### src/rtl/cs_pkg.sv
// Shared types and constants for the count sequencer: FSM state encoding,
// terminal counter values and width helpers for the debounce/blink counters.
package cs_pkg;

   typedef enum logic [1:0] {
      IDLE  = 2'd0,
      RUN   = 2'd1,
      PAUSE = 2'd2,
      DONE  = 2'd3
   } cs_state_t;

   localparam logic [15:0] TERM_UP = 16'h9999;
   localparam logic [15:0] TERM_DN = 16'h0000;

   localparam int unsigned DB_CYCLES_DEF = 250000;

   // Bits needed to hold the value n (never less than one bit).
   function automatic int unsigned cnt_w(input int unsigned n);
      return ($clog2(n + 1) > 0) ? $clog2(n + 1) : 1;
   endfunction

   localparam int unsigned DB_W = $clog2(DB_CYCLES_DEF + 1);

endpackage

### src/rtl/count_sequencer_btn_debounce.sv
// One push-button path: 2-FF synchronizer, stability debouncer and a
// one-clk press pulse on each accepted rising level.
module btn_debounce
   import cs_pkg::*;
#(
   parameter int unsigned DB_CYCLES = DB_CYCLES_DEF
)
(
   input  logic clk,
   input  logic rst,
   input  logic btn,
   output logic press
);

   localparam int unsigned W = cnt_w(DB_CYCLES);
   localparam logic [W-1:0] LAST = W'(DB_CYCLES - 1);

   logic         sync1;
   logic         sync2;
   logic         level;
   logic [W-1:0] cnt;

   // cnt tracks consecutive samples that disagree with the accepted level;
   // the press pulse is registered on the same edge the new level is taken.
   always_ff @(posedge clk) begin
      if (rst) begin
         sync1 <= 1'b0;
         sync2 <= 1'b0;
         level <= 1'b0;
         cnt   <= '0;
         press <= 1'b0;
      end else begin
         sync1 <= btn;
         sync2 <= sync1;
         press <= 1'b0;
         if (sync2 == level) begin
            cnt <= '0;
         end else if (cnt == LAST) begin
            level <= sync2;
            cnt   <= '0;
            press <= sync2;
         end else begin
            cnt <= cnt + W'(1);
         end
      end
   end

endmodule

### src/rtl/count_sequencer.sv
// Run controller for the BCD counter and 7-segment display path.
// Optional: define AUTO_RELOAD_EN to clear-and-continue at terminal instead of DONE.
module count_sequencer
   import cs_pkg::*;
#(
   parameter int unsigned DB_CYCLES   = 250000,
   parameter int unsigned BLINK_TICKS = 4
)
(
   input  logic        clk,
   input  logic        rst,
   input  logic        tick,
   input  logic        btn_start,
   input  logic        btn_stop,
   input  logic        btn_dir,
   input  logic [15:0] count_bcd,
   output logic        cnt_enable,
   output logic        cnt_up_down,
   output logic        cnt_clear,
   output logic        blank,
   output logic [1:0]  state
);

   localparam int unsigned BW = cnt_w(BLINK_TICKS);
   localparam logic [BW-1:0] BLINK_LAST = BW'(BLINK_TICKS - 1);

   logic start_p;
   logic stop_p;
   logic dir_p;

   btn_debounce #(.DB_CYCLES(DB_CYCLES)) u_db_start (
      .clk   (clk),
      .rst   (rst),
      .btn   (btn_start),
      .press (start_p)
   );

   btn_debounce #(.DB_CYCLES(DB_CYCLES)) u_db_stop (
      .clk   (clk),
      .rst   (rst),
      .btn   (btn_stop),
      .press (stop_p)
   );

   btn_debounce #(.DB_CYCLES(DB_CYCLES)) u_db_dir (
      .clk   (clk),
      .rst   (rst),
      .btn   (btn_dir),
      .press (dir_p)
   );

   cs_state_t      st_q, st_d;
   logic           up_q, up_d;
   logic           en_q, en_d;
   logic           clr_q, clr_d;
   logic           blank_q, blank_d;
   logic [BW-1:0]  blink_q, blink_d;
   logic           at_term;

   assign at_term = up_q ? (count_bcd == TERM_UP) : (count_bcd == TERM_DN);

   always_comb begin
      st_d    = st_q;
      up_d    = up_q;
      en_d    = 1'b0;
      clr_d   = 1'b0;
      blank_d = 1'b0;
      blink_d = '0;
      unique case (st_q)
         IDLE: begin
            if (dir_p) up_d = ~up_q;
            if (start_p && !stop_p) st_d = RUN;
         end
         RUN: begin
            if (stop_p) begin
               st_d = PAUSE;
            end else if (tick) begin
               if (!at_term) begin
                  en_d = 1'b1;
               end else begin
`ifdef AUTO_RELOAD_EN
                  clr_d = 1'b1;
`else
                  st_d    = DONE;
                  blank_d = 1'b1;
`endif
               end
            end
         end
         PAUSE: begin
            if (dir_p) up_d = ~up_q;
            if (stop_p) begin
               st_d  = IDLE;
               clr_d = 1'b1;
            end else if (start_p) begin
               st_d = RUN;
            end
         end
         DONE: begin
            blank_d = blank_q;
            blink_d = blink_q;
            if (stop_p || start_p) begin
               st_d    = IDLE;
               clr_d   = stop_p;
               blank_d = 1'b0;
               blink_d = '0;
            end else if (tick) begin
               if (blink_q == BLINK_LAST) begin
                  blank_d = ~blank_q;
                  blink_d = '0;
               end else begin
                  blink_d = blink_q + BW'(1);
               end
            end
         end
      endcase
   end

   always_ff @(posedge clk) begin
      if (rst) begin
         st_q    <= IDLE;
         up_q    <= 1'b1;
         en_q    <= 1'b0;
         clr_q   <= 1'b0;
         blank_q <= 1'b0;
         blink_q <= '0;
      end else begin
         st_q    <= st_d;
         up_q    <= up_d;
         en_q    <= en_d;
         clr_q   <= clr_d;
         blank_q <= blank_d;
         blink_q <= blink_d;
      end
   end

   assign cnt_enable  = en_q;
   assign cnt_up_down = up_q;
   assign cnt_clear   = clr_q;
   assign blank       = blank_q;
   assign state       = st_q;

endmodule

### config.mk
export PLATFORM = sky130hd
export DESIGN_NAME = count_sequencer
export DESIGN_NICKNAME = d
export VERILOG_FILES = /design/src/rtl/cs_pkg.sv /design/src/rtl/count_sequencer_btn_debounce.sv /design/src/rtl/count_sequencer.sv
export SDC_FILE = /design/constraint.sdc
export NUM_CORES = 1
export LEC_CHECK = 0
export BUFFER_PORTS_ARGS = -buffer_cell sky130_fd_sc_hd__buf_2
export CAP_MARGIN = 5
export CORE_ASPECT_RATIO = 0.8
export CORE_UTILIZATION = 63
export CTS_CLUSTER_SIZE = 40
export DETAILED_ROUTE_END_ITERATION = 8
export PLACE_DENSITY = 0.84
export SLEW_MARGIN = 10
export SYNTH_ARGS = -nofsm -noshare
export SYNTH_HDL_FRONTEND = slang
export SYNTH_SLANG_ARGS = --single-unit
### constraint.sdc
create_clock -name clk -period 3.7 [get_ports clk]
set_clock_uncertainty 0.2 [all_clocks]
set_input_delay 0 -clock clk [delete_from_list [all_inputs] [get_ports clk]]
set_output_delay 0 -clock clk [all_outputs]
set_load 0.02 [all_outputs]
Yosys cells after proc, flatten, opt, wreduce, memory -nomap -nowiden. Cells that the tools add are included. Widths: inputs -> output; s select.

Add/sub/neg operators: 4. Equality and inequality tests: 18. Muxes and demuxes: 21. Bitwise operators: 11. Reduce and logical (&&, ||, !) cells: 20.

Operators with widths (number): $add 18x1->18 const B (3); $eq 18x18->1 const B (3); $reduce_or 3->1 (7); $eq 16x16->1 const B (1); $logic_not 16->1 (1); $mux 2 (7); $not 1->1 (11); $mux 1 (10); $reduce_and 2->1 (5); $pmux 2 s4 (1); $ne 3x2->1 const B (2); $ne 3x3->1 const B (2); $reduce_and 5->1 (1); $eq 2x2->1 const B (2); $ne 2x2->1 const B (2); $pmux 1 s2 (2); $reduce_or 4->1 (1); $add 3x1->3 const B (1); $eq 1x1->1 (3); $eq 3x2->1 const B (1); $mux 3 (1); $ne 3x1->1 const B (1); $eq 2x1->1 const B (1); $logic_not 2->1 (1); 4 further kinds (4).

Flip-flop bits (word level): 75. Bits of input ports: 22. Output and inout port bits: 6. Word-level logic and storage cells: 95.

Logic depth before layout (Yosys ltp). Gate-level depths: netlist (run 1).

Word-level depth: 6. Depth in mapped cells: 6. Depth with buffers taken out: 5.

Hierarchy. From an unflattened synthesis (run 1), not the netlist that was laid out.

Cells, all modules: 369. Area total of the unflattened synthesis: 3358.2 um^2.

Modules (own cells, without submodules): btn_debounce (times used 3, cells each 106, area each 965.9 um^2, sequential area each 440.4 um^2); count_sequencer (times used 1, cells each 51, area each 460.4 um^2, sequential area each 180.2 um^2).

Worst setup path after synthesis (run 1). OpenSTA, ideal clock, no wires.

Path kind: register -> register. Start point: register u_db_stop.cnt[0]. End point: register u_db_stop.cnt[10]. Library setup time: 0.117 ns. Arrival time: 1.812 ns. Required time: 3.383 ns. Setup slack: 1.571 ns. Stages on the path, launching flop included: 7. Period minus slack after synthesis: 2.129 ns. Cell sequence: dfxtp_1 > ha_1 > nand3_1 > or4_1 > o21ai_2 > buf_2 > nor2_1.

Longest elaborated chain between the ends: 2. Elaborated cells on any way between the ends: 3. Those cells by class: add/sub (1); eq/ne (1); reduce/logical (1).

RTL lines: start, declared (line count_sequencer_btn_debounce.sv:21) `logic [W-1:0] cnt;`; start signal, assigned (line count_sequencer_btn_debounce.sv:43) `cnt <= cnt + W'(1);`; branches (longest 2 deep; another with $add 18x1->18).

Several ways; the timed one is not identified. A chain may end at the register's enable or synchronous reset.

Worst setup path in the final report (run 1).
Start point: input port count_bcd[6]. End point: register st_q[1], in the netlist state[1].

Longest elaborated chain between the ends: 4. Elaborated cells on any way between the ends: 5. Those cells by class: eq/ne (2); mux (1); reduce/logical (2).

RTL lines: start, declared (line count_sequencer.sv:16) `input logic [15:0] count_bcd,`; $eq 16x16->1 or $logic_not 16->1 (tied branches) (line count_sequencer.sv:60) `assign at_term = up_q ? (count_bcd == TERM_UP) : (count_bcd == TERM_DN);`; $mux 1 (*) (line count_sequencer.sv:60); $ne 3x2->1 (no source line) (*); $reduce_and 5->1 (no source line) (*); end signal, assigned (line count_sequencer.sv:128) `st_q <= st_d;`; end, declared (line count_sequencer.sv:52) `cs_state_t st_q, st_d;`.

Every way passes the cells marked *; elsewhere a longest branch is shown, timed or not.

==> summary.txt, run 1 <==
Run status
  – Status: complete, no violations

Finish
  – Fin nets: 437
  – Fillers: 326
  – Final Core Density: 78.2%
  – Share of cells above drive strength 1: 11.3%
  – N_diodes: 0
  – Syn-to-layout area delta: 14.6%

Yosys
  – Async SR Flop Fraction: 0%
  – Main synth FF type: dfxtp_1
  – Mapped Nets: 391
  – Synth Instances: 365
  – EDFF count, synth: 0
  – Average size of a mapped cell: 8.90 µm²
  – Seq cells post-synth: 75
  – Synth cell types: 39
  – Synth warn: 0
  – Synthesized area: 3250 µm²
  – Sequential share of the synthesized area: 46.2%

Worst setup path
  – Crit path buffers/inverters: 5
  – Reg2reg start: u_db_stop.cnt[0]
  – Crit Path Category: in2reg
  – Setup crit end kind: flip-flop
  – Setup slack, reg-to-reg: 1.28 ns
  – CP delay by family, top: buffers and inverters
  – FF-to-FF End: u_db_stop.cnt[5]
  – Worst r2r path cells: 5
  – Critical path startpoint category: input port
  – CP max FO: 2
  – CP peak stage delay: 0.58 ns
  – Worst EP arrival: 3.16 ns
  – Slowest-stage cell, CP: dlygate4sd3_1
  – Cell mode on critical path: dlygate4sd3_1
  – CP required: 3.77 ns
  – CP Cell Sequence: dlygate4sd3_1 -> buf_2 -> or4_1 -> dlygate4sd3_1 -> nor2_1 -> dlygate4sd3_1 -> o211ai_1 -> dlygate4sd3_1 -> a211oi_1

Floorplanning
  – Die height: 66.2 µm
  – Core area: 4760 µm²
  – Initial Util: 68.2%
  – Rows: 22
  – Io pins: 28
  – DIE WIDTH: 82.3 µm
  – Die Area: 5450 µm²

Placement
  – Placer Congestion: 0.851
  – Pre-CTS WS: 1.28 ns
  – Post-DP HPWL: 4070 µm
  – Port bufs: 27

Clock tree
  – CTS sink cnt: 75
  – Worst-path clk slew: 0.07 ns
  – H-tree levels: 3
  – Post-cts hold buffer count: 13
  – TritonCTS buffer count: 9
  – Clock buffer depth: 2
  – Post CTS Setup Buffer Count: 0
  – CTS tree: built
  – Cts repair resizes: 0
  – Worst-Skew Late Latency: 0.35 ns
  – Root buffer cell: clkbuf_8

Pwr
  – Peak VDD IR: 0.000313 V
  – Pwr dens: 368 nW/µm²
  – Static Leak: 1.19 nW
  – Power, Total: 1.37 mW

GRT
  – First-pass GRT wire length: 10800 µm
  – Initial antenna violation count: 0
  – Vias in the first global route: 2467
  – GRT Util Overall: 26.3%
  – Largest net degree at the start of global routing: 22
  – Total gr overflow: 0

Route
  – Violation count after the first detailed-route iteration: 157
  – WL per Instance: 13.1 µm
  – Vias: 2713
  – DRC: 0
  – WL final: 6220 µm
  – Routed Antenna Nets: 0
  – Pre-antenna DRT Iters: 6
  – Mean number of vias per cell: 5.70

Timing
  – Final setup fails: 0
  – FMAX: 323 MHz
  – Max-slew violation count: 0
  – Tmin final: 3.10 ns
  – Worst Tran Pin Value: 0.710 ns
  – Final Hold Vio Count: 0
  – Slew HR: 52.7%
  – RSZ-0062 raised after global routing: false
  – Final Worst Setup Slack: 0.605 ns
  – Post-route clock period utilization: 83.7%
  – Setup_tns: 0 ns

Hold path
  – Launch point of the worst hold path: count_bcd[0]
  – Hold Path End: blank
  – HP Class: in2reg
  – Hold Crit Depth: 5

Job
  – Max Cap Viol: 0
[worst max-delay path by stage]
stage | startpoint | depth (start not counted) | slack [ns] | to
3_3_place_gp | u_db_stop.cnt[0] | 5 | 1.38 | u_db_stop.cnt[5]
4_1_cts | count_bcd[6] | 9 | 0.67 | state[1]
6_report | count_bcd[6] | 9 | 0.60 | state[1]
5_1_grt | count_bcd[6] | 9 | 0.43 | state[1]
2_1_floorplan | u_db_stop.cnt[0] | 6 | 1.57 | u_db_stop.cnt[10]
3_5_place_dp | u_db_stop.cnt[0] | 5 | 1.28 | u_db_stop.cnt[11]
[routing by layer]
| layer | vias to the layer above | wire length, µm | part of all wire (%) | track usage (%) |
|---|---|---|---|---|
| li1 | 1388 | - | - | - |
| met1 | 1260 | 2990 | 48 | 33.2 |
| met2 | 57 | 2840 | 46 | 41.3 |
| met3 | 8 | 313 | 5.0 | 8.97 |
| met4 | 0 | 84 | 1.4 | 9.43 |
| met5 | - | 0 | 0 | 0 |
[per-stage QoR]
step                      hold slack [ns]  cells  area, µm²
after CTS                          0.0175    476       3720
after detailed placement           0.0241    447       3440
final                              0.0663    476       3720
after global routing                0.105    476       3720
after global placement             0.0169    447       3440
after floorplan                   -0.0718    365       3250
[layout by cell type (no fill, tap or decap), drive strengths merged, types with 13 or more instances in the layout]
| cell type | n |
|---|---|
| xor2 | 16 |
| dfxtp | 75 |
| nand3 | 19 |
| xnor2 | 31 |
| nor2 | 60 |
| nand4 | 21 |
| nand2 | 15 |
| or4 | 13 |
| buf | 28 |
| dlygate4sd3 | 13 |
| inv | 13 |
| nor4 | 17 |
| clkbuf | 13 |
[Yosys cell counts, types with 2 or more instances]
library cell,n,share of area (%)
dfxtp_1,75,46
nor2_1,60,6.9
xnor2_1,31,8.4
nand4_1,20,3.9
nand3_1,18,2.8
nor4_1,17,3.3
xor2_1,16,4.3
nand2_1,15,1.7
inv_1,13,1.5
or4_1,12,2.8
a21oi_1,11,1.7
nor2b_1,11,2.1
nand2b_1,8,1.5
nor3_1,7,1.1
o31ai_1,7,1.6
o21ai_0,6,0.92
and3_1,4,0.77
and4_1,4,1.1
ha_1,4,1.5
clkbuf_1,3,0.35
buf_2,2,0.31
nor4b_1,2,0.54
or2_2,2,0.38
or3_1,2,0.38
[cells by family after synthesis]
logic type	Yosys count	synth area share (%)
compound gates	31	6.01
fa+ha+maj	4	1.54
buf+inv	19	2.39
simple gates	189	31.2
xor+xnor	47	12.7
flops	75	46.2
[state kept, by name, summed over array words and instances, names as in the netlist, 2 cells and up]
signal          cells
u_db_start.cnt     18
state               2
u_db_stop.cnt      18
u_db_dir.cnt       18
blink_q             3
[final cells by class]
type | count | area, µm² | area share (%)
Sequential cell | 75 | 1500 | 40.3
Clock buffer | 13 | 139 | 3.73
Clock inverter | 3 | 15.0 | 0.403
Multi-Input combinational cell | 271 | 1670 | 44.9
Inverter | 13 | 48.8 | 1.31
Timing Repair Buffer | 41 | 273 | 7.33
Tap cell | 60 | 75.1 | 2.02
[worst register-to-register path, stage by stage, from the launching register on]
cell     delay [ns]
dfxtp_1        0.37
ha_1           0.24
nand3_1        0.15
or4_1          0.58
o21ai_2        0.62
nor2_1         0.12
[report_power, final]
part           switching (mW)  leakage [nW]  internal (mW)  total (mW)
registers             0.00205         0.605          0.811       0.813
logic                  0.0179         0.500         0.0204      0.0383
clock network           0.276        0.0812          0.241       0.517
(Power assumes the default switching activity.)
==> run 2, diff against run 1 <==
CORE_UTILIZATION = 59   (was 63)
PLACE_DENSITY = 0.79   (was 0.84)
clock period = 3.2 ns   (was 3.7 ns; I/O delays follow)
==> summary.txt, run 2 (synthesis gave the netlist of run 1 again) <==
Finish
  – FF/Latch Area: 1500 µm²
  – Fin nets: 437
  – Syn-to-layout area delta: 15.1%
  – Fillers: 400
  – N_diodes: 0
  – Regs by FF count: u_db_dir.cnt: 18 flops, u_db_start.cnt: 18 flops, u_db_stop.cnt: 18 flops
  – Cell area after layout: 3740 µm²
  – Most frequent cells in the layout: dfxtp_1 (75), nor2_1 (60), xnor2_1 (31)
  – Commonest non-fill, non-tap cell in the layout: dfxtp_1
  – Share of cells above drive strength 1: 12.0%
  – Final Non-Filler Cells: 477
  – Area of the multi-input gates: 1670 µm²

Clock tree
  – CTS tree: built
  – Clock buffer depth: 2
  – H-tree levels: 3
  – Worst-path clk slew: 0.07 ns
  – Root buffer cell: clkbuf_8
  – TritonCTS buffer count: 9
  – CTS sink cnt: 75
  – Post CTS Setup Buffer Count: 0
  – Worst-Skew Late Latency: 0.34 ns

Route
  – WL final: 6300 µm
  – Routed Antenna Nets: 0
  – WL per Instance: 13.2 µm
  – Violation count after the first detailed-route iteration: 113
  – Pre-antenna DRT Iters: 6
  – Vias: 2673
  – DRC: 6
  – Mean number of vias per cell: 5.60

Pwr
  – Clk network pwr share: 38.7%
  – Net Switching: 0.351 mW
  – Switching part of the total power: 21.8%
  – Combinational share of power: 2.8%
  – Peak VDD IR: 0.000317 V
  – Static Leak: 1.19 nW
  – Sequential share of power: 58.5%
  – Pint: 1.26 mW
  – Power, Total: 1.61 mW
  – Pwr dens: 430 nW/µm²

Hold path
  – HP Class: in2reg
  – Hold Crit Depth: 5
  – Launch point of the worst hold path: count_bcd[8]
  – Hold Path End: blank

Floorplanning
  – Rows: 23
  – Die Area: 5810 µm²
  – Die height: 68.4 µm
  – Io pins: 28
  – Initial Util: 63.1%
  – DIE WIDTH: 85.0 µm
  – Core area: 5150 µm²

Timing
  – Post-route clock period utilization: 80.0%
  – Slew HR: 51.9%
  – Tmin final: 2.56 ns
  – Min Hold Slack: 0.0535 ns
  – Setup_tns: 0 ns
  – Max-slew violation count: 0
  – FMAX: 390 MHz
  – RSZ-0062 raised after global routing: false
  – Worst Tran Pin Value: 0.721 ns
  – Final Hold Vio Count: 0
  – Final setup fails: 0

Worst setup path
  – Crit Path Category: in2reg
  – Reg2reg start: u_db_stop.cnt[0]
  – Worst r2r path cells: 5
  – Critical path startpoint category: input port
  – Setup slack, reg-to-reg: 0.76 ns
  – CP required: 3.26 ns
  – Worst EP arrival: 2.62 ns
  – FF-to-FF End: u_db_stop.cnt[7]
  – Setup crit end kind: flip-flop
  – CP max FO: 2

Placement
  – Post-DP HPWL: 4040 µm
  – DP Area: 3440 µm²
  – Port bufs: 27
  – Cell count after placement: 449
  – Placer Congestion: 0.818

GRT
  – Vias in the first global route: 2344
  – Total gr overflow: 0
  – GRT Util Overall: 23.2%
  – First-pass GRT wire length: 10300 µm
  – Initial antenna violation count: 0
  – Largest net degree at the start of global routing: 22

Run status
  – Failing checks: DRC
  – Status: complete, but fails checks

Job
  – Max Cap Viol: 0
## run 2: cell types whose count changed in the layout (fill, tap and decap cells not counted), sizes merged
cell,change
clkbuf,-3
clkinvlp,+2
## run 2: worst max path at each step
stage | startpoint | endpoint
3_3_place_gp | u_db_stop.cnt[0] | u_db_stop.cnt[3]
2_1_floorplan | u_db_stop.cnt[0] | u_db_stop.cnt[10]
4_1_cts | count_bcd[6] | state[1]
6_report | count_bcd[6] | state[1]
5_1_grt | count_bcd[6] | state[1]
3_5_place_dp | u_db_stop.cnt[0] | u_db_stop.cnt[13]
## run 2: worst max-delay path, stage by stage
cell and delay (ns):
dlygate4sd3_1 0.53, buf_2 0.12, or4_1 0.38, dlygate4sd3_1 0.57, nor2_1 0.09, dlygate4sd3_1 0.58, o211ai_1 0.11, a211oi_1 0.24
## run 2: per-stage QoR
| step | setup WS [ns] | utilization, % |
|---|---|---|
| 2_1_floorplan | 1.07 | - |
| 3_3_place_gp | 0.875 | 66.8 |
| 3_5_place_dp | 0.785 | 66.8 |
| 4_1_cts | 0.693 | 72.6 |
| 5_1_grt | 0.569 | 72.6 |
| 6_report | 0.639 | 72.6 |
## run 2: power by group through the flow
stage                     Clock, mW  Sequential, mW  Combinational [mW]
after floorplan                   0           0.961              0.0167
after global placement            0           0.961              0.0332
after detailed placement          0           0.961              0.0339
after CTS                     0.638           0.940              0.0437
after global routing          0.682           0.940              0.0492
final                         0.621           0.940              0.0450
## run 2: metal layers
layer	up-vias	wire length, µm	global-route usage [%]
met5	-	0	0
met4	0	63	8.26
met1	1214	3010	28.0
li1	1385	-	-
met3	6	334	7.12
met2	68	2890	39.6
## run 2: area by class of cell
class	count	share of cell area, %
clock inverter	5	0.803
timing repair buffer	41	7.30
sequential	75	40.2
multi-input combinational	271	44.7
clock buffer	10	3.68
tap	62	2.07
inverter	13	1.31
## run 2: repair_timing
action                                 CTS  global route
endpoints found under the hold margin   20             0
hold buffers                            13             0
setup endpoints to repair                0             0
resized for setup                        0             0
